--- src/rtl/sram_mem_ctrl_pkg.sv ---
// ----------------------------------------------------------------------------
// sram_mem_ctrl_pkg
//   Shared definitions for the data-memory SRAM controller: FSM state
//   encoding, default memory map / timing constants and the byte-address to
//   halfword-address helper.
// ----------------------------------------------------------------------------
package sram_mem_ctrl_pkg;

    // Controller sequencing: idle, low-half access, high-half access,
    // one-cycle completion.
    typedef enum logic [1:0] {
        IDLE = 2'd0,
        LO   = 2'd1,
        HI   = 2'd2,
        DONE = 2'd3
    } state_t;

    localparam logic [31:0] DEF_BASE_ADDR   = 32'd1024;
    localparam int          DEF_WAIT_CYCLES = 5;
    localparam int          DEF_SRAM_AW     = 18;
    localparam int          SRAM_DW         = 16;

    // Halfword address of the low half of the 32-bit word holding byte_addr:
    // ((byte_addr - base) >> 2) << 1. Byte-lane bits are dropped and the
    // result wraps; the caller truncates to the SRAM address width.
    function automatic logic [31:0] lo_half_addr(input logic [31:0] byte_addr,
                                                 input logic [31:0] base);
        return ((byte_addr - base) >> 1) & ~32'd1;
    endfunction

endpackage

--- src/rtl/sram_wait_counter.sv ---
// ----------------------------------------------------------------------------
// sram_wait_counter
//   Counts the clocks of one 16-bit SRAM access, 0..WAIT_CYCLES-1.
//   Ports:
//     clk    in  system clock, rising edge
//     rst    in  synchronous reset, active-low
//     clear  in  force the count to 0 on the next edge (has priority)
//     enable in  advance the count on the next edge
//     last   out count is at WAIT_CYCLES-1
// ----------------------------------------------------------------------------
module sram_wait_counter
    import sram_mem_ctrl_pkg::*;
#(
    parameter int WAIT_CYCLES = DEF_WAIT_CYCLES
) (
    input  logic clk,
    input  logic rst,
    input  logic clear,
    input  logic enable,
    output logic last
);

    localparam int              CW       = (WAIT_CYCLES > 1) ? $clog2(WAIT_CYCLES) : 1;
    localparam logic [CW-1:0]   LAST_VAL = CW'(WAIT_CYCLES - 1);

    logic [CW-1:0] cnt;

    // NOTE: sequential state is assigned with <= so every flop samples the
    // pre-edge values of the others; reset is synchronous, so it sits inside
    // the clocked branch with no edge on rst in the sensitivity list.
    always_ff @(posedge clk) begin
        if (!rst) begin
            cnt <= '0;
        end else if (clear) begin
            cnt <= '0;
        end else if (enable) begin
            cnt <= cnt + CW'(1);
        end
    end

    assign last = (cnt == LAST_VAL);

endmodule

--- src/rtl/sram_mem_ctrl.sv ---
// ----------------------------------------------------------------------------
// sram_mem_ctrl
//   Data-memory controller between the MEM stage and a 16-bit asynchronous
//   SRAM. Each 32-bit load/store becomes two fixed-length halfword accesses,
//   low half first. ready is low while a request is in flight and is used
//   upstream as the pipeline freeze.
//   Ports:
//     clk, rst           clock (rising edge), synchronous active-low reset
//     rd_en, wr_en       load / store request (store wins if both)
//     address            byte address; bits [1:0] ignored
//     write_data         store data
//     read_data          registered load result, updated only by loads
//     ready              1 when idle with no request, or in the completion cycle
//     sram_addr          halfword address (registered)
//     sram_dq_in         data from SRAM
//     sram_dq_out        data to SRAM (registered)
//     sram_dq_oe         1 = drive sram_dq_out onto the bus
//     sram_ce_n/oe_n/we_n  active-low SRAM strobes, decoded from registers only
// ----------------------------------------------------------------------------
module sram_mem_ctrl
    import sram_mem_ctrl_pkg::*;
#(
    parameter logic [31:0] BASE_ADDR   = DEF_BASE_ADDR,
    parameter int          WAIT_CYCLES = DEF_WAIT_CYCLES,
    parameter int          SRAM_AW     = DEF_SRAM_AW
) (
    input  logic               clk,
    input  logic               rst,
    input  logic               rd_en,
    input  logic               wr_en,
    input  logic [31:0]        address,
    input  logic [31:0]        write_data,
    output logic [31:0]        read_data,
    output logic               ready,
    output logic [SRAM_AW-1:0] sram_addr,
    input  logic [SRAM_DW-1:0] sram_dq_in,
    output logic [SRAM_DW-1:0] sram_dq_out,
    output logic               sram_dq_oe,
    output logic               sram_ce_n,
    output logic               sram_oe_n,
    output logic               sram_we_n
);

    state_t             state, state_next;
    logic               op_wr;        // latched operation: 1 = store
    logic [SRAM_DW-1:0] wdata_hi_q;   // high store half, driven during HI
    logic               req;
    logic               in_phase;
    logic               cnt_last;

    assign req      = rd_en | wr_en;
    assign in_phase = (state == LO) || (state == HI);

    // Counter idles at 0 outside the access phases and rolls back to 0 at the
    // end of each phase, so LO and HI both start from a fresh count.
    sram_wait_counter #(
        .WAIT_CYCLES (WAIT_CYCLES)
    ) u_wait_counter (
        .clk    (clk),
        .rst    (rst),
        .clear  (!in_phase || cnt_last),
        .enable (in_phase),
        .last   (cnt_last)
    );

    always_ff @(posedge clk) begin
        if (!rst) begin
            state <= IDLE;
        end else begin
            state <= state_next;
        end
    end

    // NOTE: every output of this block gets a default before the case, so no
    // path leaves it unassigned and no latch is inferred.
    always_comb begin
        state_next = state;
        ready      = 1'b0;
        unique case (state)
            IDLE: begin
                ready = ~req;
                if (req) state_next = LO;
            end
            LO:      if (cnt_last) state_next = HI;
            HI:      if (cnt_last) state_next = DONE;
            DONE: begin
                ready      = 1'b1;
                state_next = IDLE;
            end
            default: state_next = IDLE;
        endcase
    end

    // Request latch and SRAM address/data registers. Inputs are sampled only
    // in IDLE; sram_addr holds {word,0} through LO and is bumped to {word,1}
    // on the LO->HI edge, so no separate word register is needed.
    always_ff @(posedge clk) begin
        if (!rst) begin
            op_wr       <= 1'b0;
            wdata_hi_q  <= '0;
            read_data   <= '0;
            sram_addr   <= '0;
            sram_dq_out <= '0;
        end else begin
            unique case (state)
                IDLE: begin
                    if (req) begin
                        op_wr     <= wr_en;
                        sram_addr <= SRAM_AW'(lo_half_addr(address, BASE_ADDR));
                        if (wr_en) begin
                            sram_dq_out <= write_data[15:0];
                            wdata_hi_q  <= write_data[31:16];
                        end
                    end
                end
                LO: begin
                    if (cnt_last) begin
                        sram_addr <= sram_addr | SRAM_AW'(1);
                        if (op_wr) sram_dq_out      <= wdata_hi_q;
                        else       read_data[15:0]  <= sram_dq_in;
                    end
                end
                HI: begin
                    if (cnt_last && !op_wr) read_data[31:16] <= sram_dq_in;
                end
                default: ;
            endcase
        end
    end

    // Strobes depend only on registered state, op and counter. we_n rises on
    // the last cycle of each phase while data and address are still driven,
    // giving hold time past the write-ending edge.
    assign sram_ce_n  = ~in_phase;
    assign sram_oe_n  = ~(in_phase && !op_wr);
    assign sram_dq_oe = in_phase && op_wr;
    assign sram_we_n  = ~(in_phase && op_wr && !cnt_last);

endmodule
--- config.mk ---
export PLATFORM = sky130hd
export DESIGN_NAME = sram_mem_ctrl
export DESIGN_NICKNAME = d
export VERILOG_FILES = /design/src/rtl/sram_mem_ctrl_pkg.sv /design/src/rtl/sram_wait_counter.sv /design/src/rtl/sram_mem_ctrl.sv
export SDC_FILE = /design/constraint.sdc
export NUM_CORES = 1
export LEC_CHECK = 0
export BUFFER_PORTS_ARGS = -buffer_cell sky130_fd_sc_hd__buf_4
export CAP_MARGIN = 40
export CORE_MARGIN = 1
export CORE_UTILIZATION = 43
export CTS_CLUSTER_DIAMETER = 30
export DETAILED_ROUTE_END_ITERATION = 7
export GPL_TIMING_DRIVEN = 1
export HOLD_SLACK_MARGIN = 0.05
export PLACE_DENSITY = 0.73
export SYNTH_ARGS = -nofsm -noshare
export SYNTH_HDL_FRONTEND = slang
export SYNTH_SLANG_ARGS = --single-unit
--- constraint.sdc ---
create_clock -name clk -period 1.9 [get_ports clk]
set_input_delay 0.57 -clock clk [delete_from_list [all_inputs] [get_ports clk]]
set_output_delay 0.57 -clock clk [all_outputs]
set_load 0.02 [all_outputs]
==> results of run 1 <==
per-stage QoR:
step / power (mW) / setup WS (ps)
after floorplan: 4.59 / 11.0
after global placement: 5.61 / -95.8
after detailed placement: 5.71 / -123
after CTS: 7.17 / -219
after global routing: 7.74 / -253
final: 7.27 / -202
routing by layer:
metal  up-vias  GRT usage (%)
li1       1877              -
met1      1730           28.6
met2       117           39.4
met3        16           5.21
met4         0           10.3
met5         -              0
synth_stat cells:
cell type  number
and4b_1         2
and2b_2         1
o21a_1         16
nor3b_1         1
or2_2           1
nand3_2         1
nand3b_1        8
nor3_1          2
nand4b_1        2
clkbuf_8        3
nand3_1        12
inv_1          10
clkbuf_1       23
ha_1            8
a21o_1          1
nand4_1         1
a21oi_1        65
o21ai_0        20
o2111ai_1       4
o2bb2ai_1       1
nor2_1          6
o221a_2        16
or3b_2          5
mux2i_1         2
or4b_4          1
buf_2           7
or3_2           1
buf_4           2
dfxtp_1        88
nand2_1       113
o31a_1          1
nor2b_1        16
or4_1           5
and2_1          1
inv_2           1
xnor2_1         3
nand2b_1        1
a311oi_1        1
or3_1           4
cell type report:
type / instances / area [µm²]
multi-input combinational: 322 / 1880
sequential: 88 / 1760
inverter: 11 / 43.8
clock inverter: 6 / 51.3
timing repair buffer: 176 / 1360
clock buffer: 10 / 138
fill: 751 / 3010
tap: 105 / 131
worst max-delay path, stage by stage (launching register included):
cell,delay [ps]
dfxtp_2,330
inv_2,80
ha_4,140
or3b_4,390
a21oi_4,130
buf_6,130
registers in the layout, indices dropped and copies added (netlist names):
name                count
sram_addr              18
op_wr                   1
wdata_hi_q             16
sram_dq_out            16
state                   2
read_data              32
u_wait_counter.cnt      3
cell usage in the layout, fill, tap and decap left out, types with 2 or more instances in the layout:
cell / netlist / routed
dfxtp_1: 88 / 86
nor2_1: 6 / 5
nand3b_1: 8 / 8
ha_1: 8 / 6
dfxtp_2: 0 / 2
o221a_2: 16 / 16
mux2i_1: 2 / 2
or4_1: 5 / 5
nand4b_1: 2 / 2
o21ai_0: 20 / 19
nand2_1: 113 / 111
clkbuf_8: 3 / 10
o21a_1: 16 / 16
nor3_1: 2 / 2
clkinv_4: 0 / 2
inv_1: 10 / 7
or3b_2: 5 / 4
xnor2_1: 3 / 3
nand3_1: 12 / 12
a21oi_1: 65 / 64
inv_2: 1 / 3
inv_6: 0 / 3
o2111ai_1: 4 / 4
nor2b_1: 16 / 16
buf_6: 0 / 8
or3_1: 4 / 4
buf_4: 2 / 167
nand2_2: 0 / 2
report_power, final:
group	internal (mW)	leakage [nW]	switching [mW]
logic	1.68	1.45	1.91
registers	2.23	0.718	0.231
clock network	0.530	0.0939	0.690
total	4.44	2.26	2.83
cells by family (layout without fill, tap and decap cells):
family	count (synthesis)	in the layout
adder cells (fa/ha/maj)	8	8
multiplexers	2	2
buffers and inverters	46	203
AND/OR/NAND/NOR	184	184
XOR/XNOR	3	3
flip-flops	88	88
AO/OA/AOI/OAI	125	125
timing repair:
item | in CTS | in global routing
buffers inserted | 8 | 3
pin swaps | 1 | 0
resized for setup | 10 | 8
endpoints found under the setup margin | 5 | 7
worst max-delay path by stage:
stage	endpoint	slack [ps]	cells after the start
after CTS	ready	-220	5
after global routing	ready	-250	5
after global placement	sram_addr[17]	-100	6
after floorplan	sram_addr[17]	10	5
final	ready	-200	5
after detailed placement	sram_addr[17]	-120	6
==> metrics.csv, run 1 <==
metric,value,unit
final-max-slew-violation-count,0,
dieArea,9250,µm²
r2r_slack,70,ps
synth_xor_area_share,0.689,%
yosys.area.top_type,dfxtp_1,
final_area,5370,µm²
routed_wl,10.7,mm
synth-seq-cells,88,
routed.top_layer,met4,
cts_hold_buf,0,
reg2reg_depth,6,
synth_seq_area_share,46.2,%
diodes,0,
worstPathRequired,1330,ps
wl_per_cell,14.8,µm
rows,33,
gp_congestion,0.830,
timing_hold_violations_final,0,
synth_area_leaders,"dfxtp_1 46%, nand2_1 11%, a21oi_1 8.5%",
pin_count,155,
synth_compound_gate_area_share,20.8,%
crit_fanout,2,
insertion_delay,350,ps
path_class,flip-flop to primary output,
postRouteAntennaNets,0,
placed_cells,691,
ys_warn_count,0,
synth_cell_types,39,
layout_setup_ws,-202,ps
maxSlewHeadroom,57.3,%
grt_overflow_total,0,
met3RoutedLength,624,µm
synth_top_family_by_area,simple AND/OR/NAND/NOR gates,
cap_violations,0,
startpoint,state[0],
die_height,96.2,µm
rsz0062_at_grt,yes,
placed_cell_area,5050,µm²
peakVddDrop,0.784,mV
cts_buffers,9,
setup_viol,3,
root_buffer,clkbuf_8,
wl_met2,5.27,mm
syn-mean-instance-area,8.37,µm²
yosysTopAreaCellShare,46.2,%
tightestPinTransition,640,ps
reg2reg_to,sram_addr[16],
cts.path.max_buffers,2,
antenna_found_initial,0,
hold_end,u_wait_counter.cnt[0],
start_util,45.5,%
cts_tree,yes,
cp-start-kind,flip-flop,
crit_path_end_kind,primary output,
worst_ep_arrival_time,1530,ps
leakage,2.26,nW
grt_pass1_wl,16.8,mm
period_needed,2100,ps
drtIter0Drc,125,
r2r_start,state[0],
ctsHtreeMaxLevel,3,
whs,447,ps
hpwl,7.65,mm
tns,-259,ps
fin_cells,718,
die_w,96.2,µm
skew,12.3,ps
min_from,u_wait_counter.cnt[0],
yosys.area_share.simple,23.4,%
clk_pin_slew,90,ps
timing.final.crit_share,111,%
fmax,476,MHz
min_path_type,flip-flop to flip-flop,
final_nets,700,
clock-sinks,88,
netlist_instances,456,
grt_pass1_vias,3559,
io_buffers,139,
syn_nets,548,
first_pass_iters,4,
muxShareOfSynthArea,0.525,%
remaining_drc_errors,0,
synth-adder-area-share,2.62,%
core,8380,µm²
area_growth,40.8,%
outcome,"finished, violations left",
utilization,64.1,%
vias_per_cell,5.21,
power_density,1350,nW/µm²
min_path_cells,1,
vias,3740,
violations,negative setup slack,
grt_max_degree,42,
grt_usage,23.5,%
met1Wirelength,4.55,mm
drive_above_1_share,37.8,%
netlist_area,3810,µm²
Power figures use the tool's default switching activity.
==> run 2, diff against run 1 <==
--- a/config.mk
+++ b/config.mk
@@ -5,15 +5,16 @@
 export SDC_FILE = /design/constraint.sdc
 export NUM_CORES = 1
 export LEC_CHECK = 0
-export BUFFER_PORTS_ARGS = -buffer_cell sky130_fd_sc_hd__buf_4
 export CAP_MARGIN = 40
 export CORE_MARGIN = 1
-export CORE_UTILIZATION = 43
+export CORE_UTILIZATION = 50
+export CTS_BUF_LIST = sky130_fd_sc_hd__clkbuf_4 sky130_fd_sc_hd__clkbuf_8
 export CTS_CLUSTER_DIAMETER = 30
 export DETAILED_ROUTE_END_ITERATION = 7
+export DONT_BUFFER_PORTS = 1
 export GPL_TIMING_DRIVEN = 1
 export HOLD_SLACK_MARGIN = 0.05
-export PLACE_DENSITY = 0.73
+export PLACE_DENSITY = 0.66
 export SYNTH_ARGS = -nofsm -noshare
 export SYNTH_HDL_FRONTEND = slang
 export SYNTH_SLANG_ARGS = --single-unit
==> run 2 against run 1 <==
The run still ends with negative setup slack left. Sequential cell count did not move. Clock skew rose by 2.4 ps. Cell area fell by 21%. Power is 10% lower. Routed wire length decreased by 16%. Critical path type unchanged.
==> metrics.csv, run 2 (synthesis gave the netlist of run 1 again) <==
metric,value,unit,change
path_depth,4,,-1
multiInputGateArea,1900,µm²,+0.80%
grt_pass1_vias,2851,,-20%
cp-start-kind,flip-flop,,
grt_usage,22.1,%,-1.3 points
setup_viol,1,,-2
utilization,58.0,%,-6.1 points
vias_per_cell,5.54,,+6.4%
area_growth,11.4,%,
top_regs,"read_data x32, sram_addr x18",,
final-max-slew-violation-count,0,,unchanged
ff_latch_area,1760,µm²,unchanged
tns,-140,ps,+119 ps
rsz0062_at_grt,yes,,
pin_count,155,,unchanged
gp_congestion,0.761,,-8.4%
cts.path.max_buffers,2,,unchanged
cts_tree,yes,,
timing_hold_violations_final,0,,unchanged
dp_slack,-43.4,ps,+80.1 ps
postRouteAntennaNets,0,,unchanged
final_cell_mix,"111 x nand2_1, 86 x dfxtp_1, 64 x a21oi_1",,
grt_max_degree,32,,-24%
sequentialPowerShare,42.9,%,+9.0 points
outcome,"finished, violations left",,
critical-path-top-delay-family,simple AND/OR/NAND/NOR gates,,
r2r_slack,130,ps,+60 ps
tightestPinTransition,523,ps,-117 ps
worst_ep_arrival_time,1470,ps,-60 ps
min_path_cells,2,,+1
p_comb_share,36.3,%,-13 points
peakVddDrop,0.588,mV,-25%
hpwl,6.11,mm,-20%
reg2reg_to,sram_addr[14],,
cap_violations,0,,unchanged
crit_fanout,2,,unchanged
drtIter0Drc,148,,+18%
min_path_type,input port to flip-flop,,
timing.final.crit_share,107,%,-3.3 points
path_class,flip-flop to primary output,,
pwr-share-clk,20.7,%,+3.9 points
routed_wl,8.98,mm,-16%
drive_above_1_share,18.1,%,-20 points
skew,14.7,ps,+2.41 ps
r2r_start,state[1],,
cts_buffers,9,,unchanged
reg2reg_depth,6,,unchanged
crit_path_end,ready,,
cp_slowest_cell,or3b_4,,
fillCellCount,649,,-14%
power.switching,2.60,mW,-8.1%
die_height,89.4,µm,-7.1%
power_density,1540,nW/µm²,+14%
remaining_drc_errors,0,,unchanged
leakage,1.51,nW,-33%
insertion_delay,350,ps,about the same
period_needed,2040,ps,-62.3 ps
crit_buf_inv,1,,-1
rows,31,,-6.1%
wl_per_cell,16.0,µm,+7.5%
first_pass_iters,5,,+1
violations,negative setup slack,,
vias,3121,,-17%
cpPeakStageDelay,390,ps,about the same
largest_register_ffs,32,,unchanged
worstPathRequired,1330,ps,about the same
antenna_found_initial,0,,unchanged
startpoint,state[0],,
fin_cells,563,,-22%
placed_cells,541,,-22%
core,7330,µm²,-13%
p_total,6.54,mW,-10%
fmax,490,MHz,+3.1%
grt_pass1_wl,13.5,mm,-19%
final_nets,551,,-21%
clock-sinks,88,,unchanged
io_buffers,0,,-100%
cp_cell_sequence,inv_2 -> ha_4 -> or3b_4 -> a21oi_4,,
diodes,0,,unchanged
swShare,39.8,%,+0.83 points
regMostFlops,read_data,,
root_buffer,clkbuf_8,,
grt_overflow_total,0,,unchanged
internal_power,3.94,mW,-11%
layout_setup_ws,-140,ps,+62.3 ps
dieArea,7980,µm²,-14%
maxSlewHeadroom,65.0,%,+7.7 points
die_w,89.4,µm,-7.1%
crit_path_end_kind,primary output,,
start_util,52.0,%,+6.5 points
final_common_cell,nand2_1,,
clk_pin_slew,100,ps,about the same
ctsHtreeMaxLevel,3,,unchanged
run 2: cell types whose count changed in the layout (fill, tap and decap cells not counted), sizes merged:
cell	change
inv	+2
buf	-149
clkinv	-2
clkbuf	-1
bufinv	+1
run 2: power groups by stage:
stage | Sequential [mW] | Clock [mW] | Combinational [mW]
6_report | 2.81 | 1.35 | 2.38
5_1_grt | 2.87 | 1.47 | 2.65
4_1_cts | 2.81 | 1.40 | 2.30
3_5_place_dp | 2.86 | 0 | 2.18
3_3_place_gp | 2.85 | 0 | 2.13
2_1_floorplan | 2.79 | 0 | 1.80
run 2: through the flow:
stage	hold WS, ps	cell area, µm²
after floorplan	417	3850
after global placement	430	3960
after detailed placement	445	3960
after CTS	314	4220
after global routing	318	4250
final	338	4250
run 2: worst min-delay path by stage:
stage,startpoint,to
after floorplan,u_wait_counter.cnt[0],u_wait_counter.cnt[0]
after global placement,u_wait_counter.cnt[0],u_wait_counter.cnt[0]
after detailed placement,u_wait_counter.cnt[0],u_wait_counter.cnt[0]
after CTS,sram_dq_in[8],read_data[8]
after global routing,sram_dq_in[8],read_data[24]
final,sram_dq_in[9],read_data[25]
run 2: metal layers:
layer,wire [µm],vias to the layer above,GRT usage (%)
met5,0,-,0
met4,55,0,8.66
met3,780,4,7.85
met2,4130,105,34.2
met1,4020,1436,28.2
li1,-,1576,-
run 2: area by class of cell:
cell class,count,share of cell area (%)
multi-input cells,322,44.6
flip-flops and latches,88,41.5
repair buffers,27,5.15
clock buffers,9,2.91
well taps,99,2.91
clock inverters,7,1.97
inverters,11,0.971
run 2: timing repair:
item	in CTS	in global routing
setup buffers	5	1
resized for setup	7	6
hold buffers	0	0
pin swaps	2	2
endpoints found under the setup margin	19	21
run 2: worst register-to-register path, stage by stage (launching register included):
cell and delay [ps]:
dfxtp_2 340, inv_2 50, buf_4 140, ha_2 220
or3b_2 460, or4_1 410, nand3_1 100
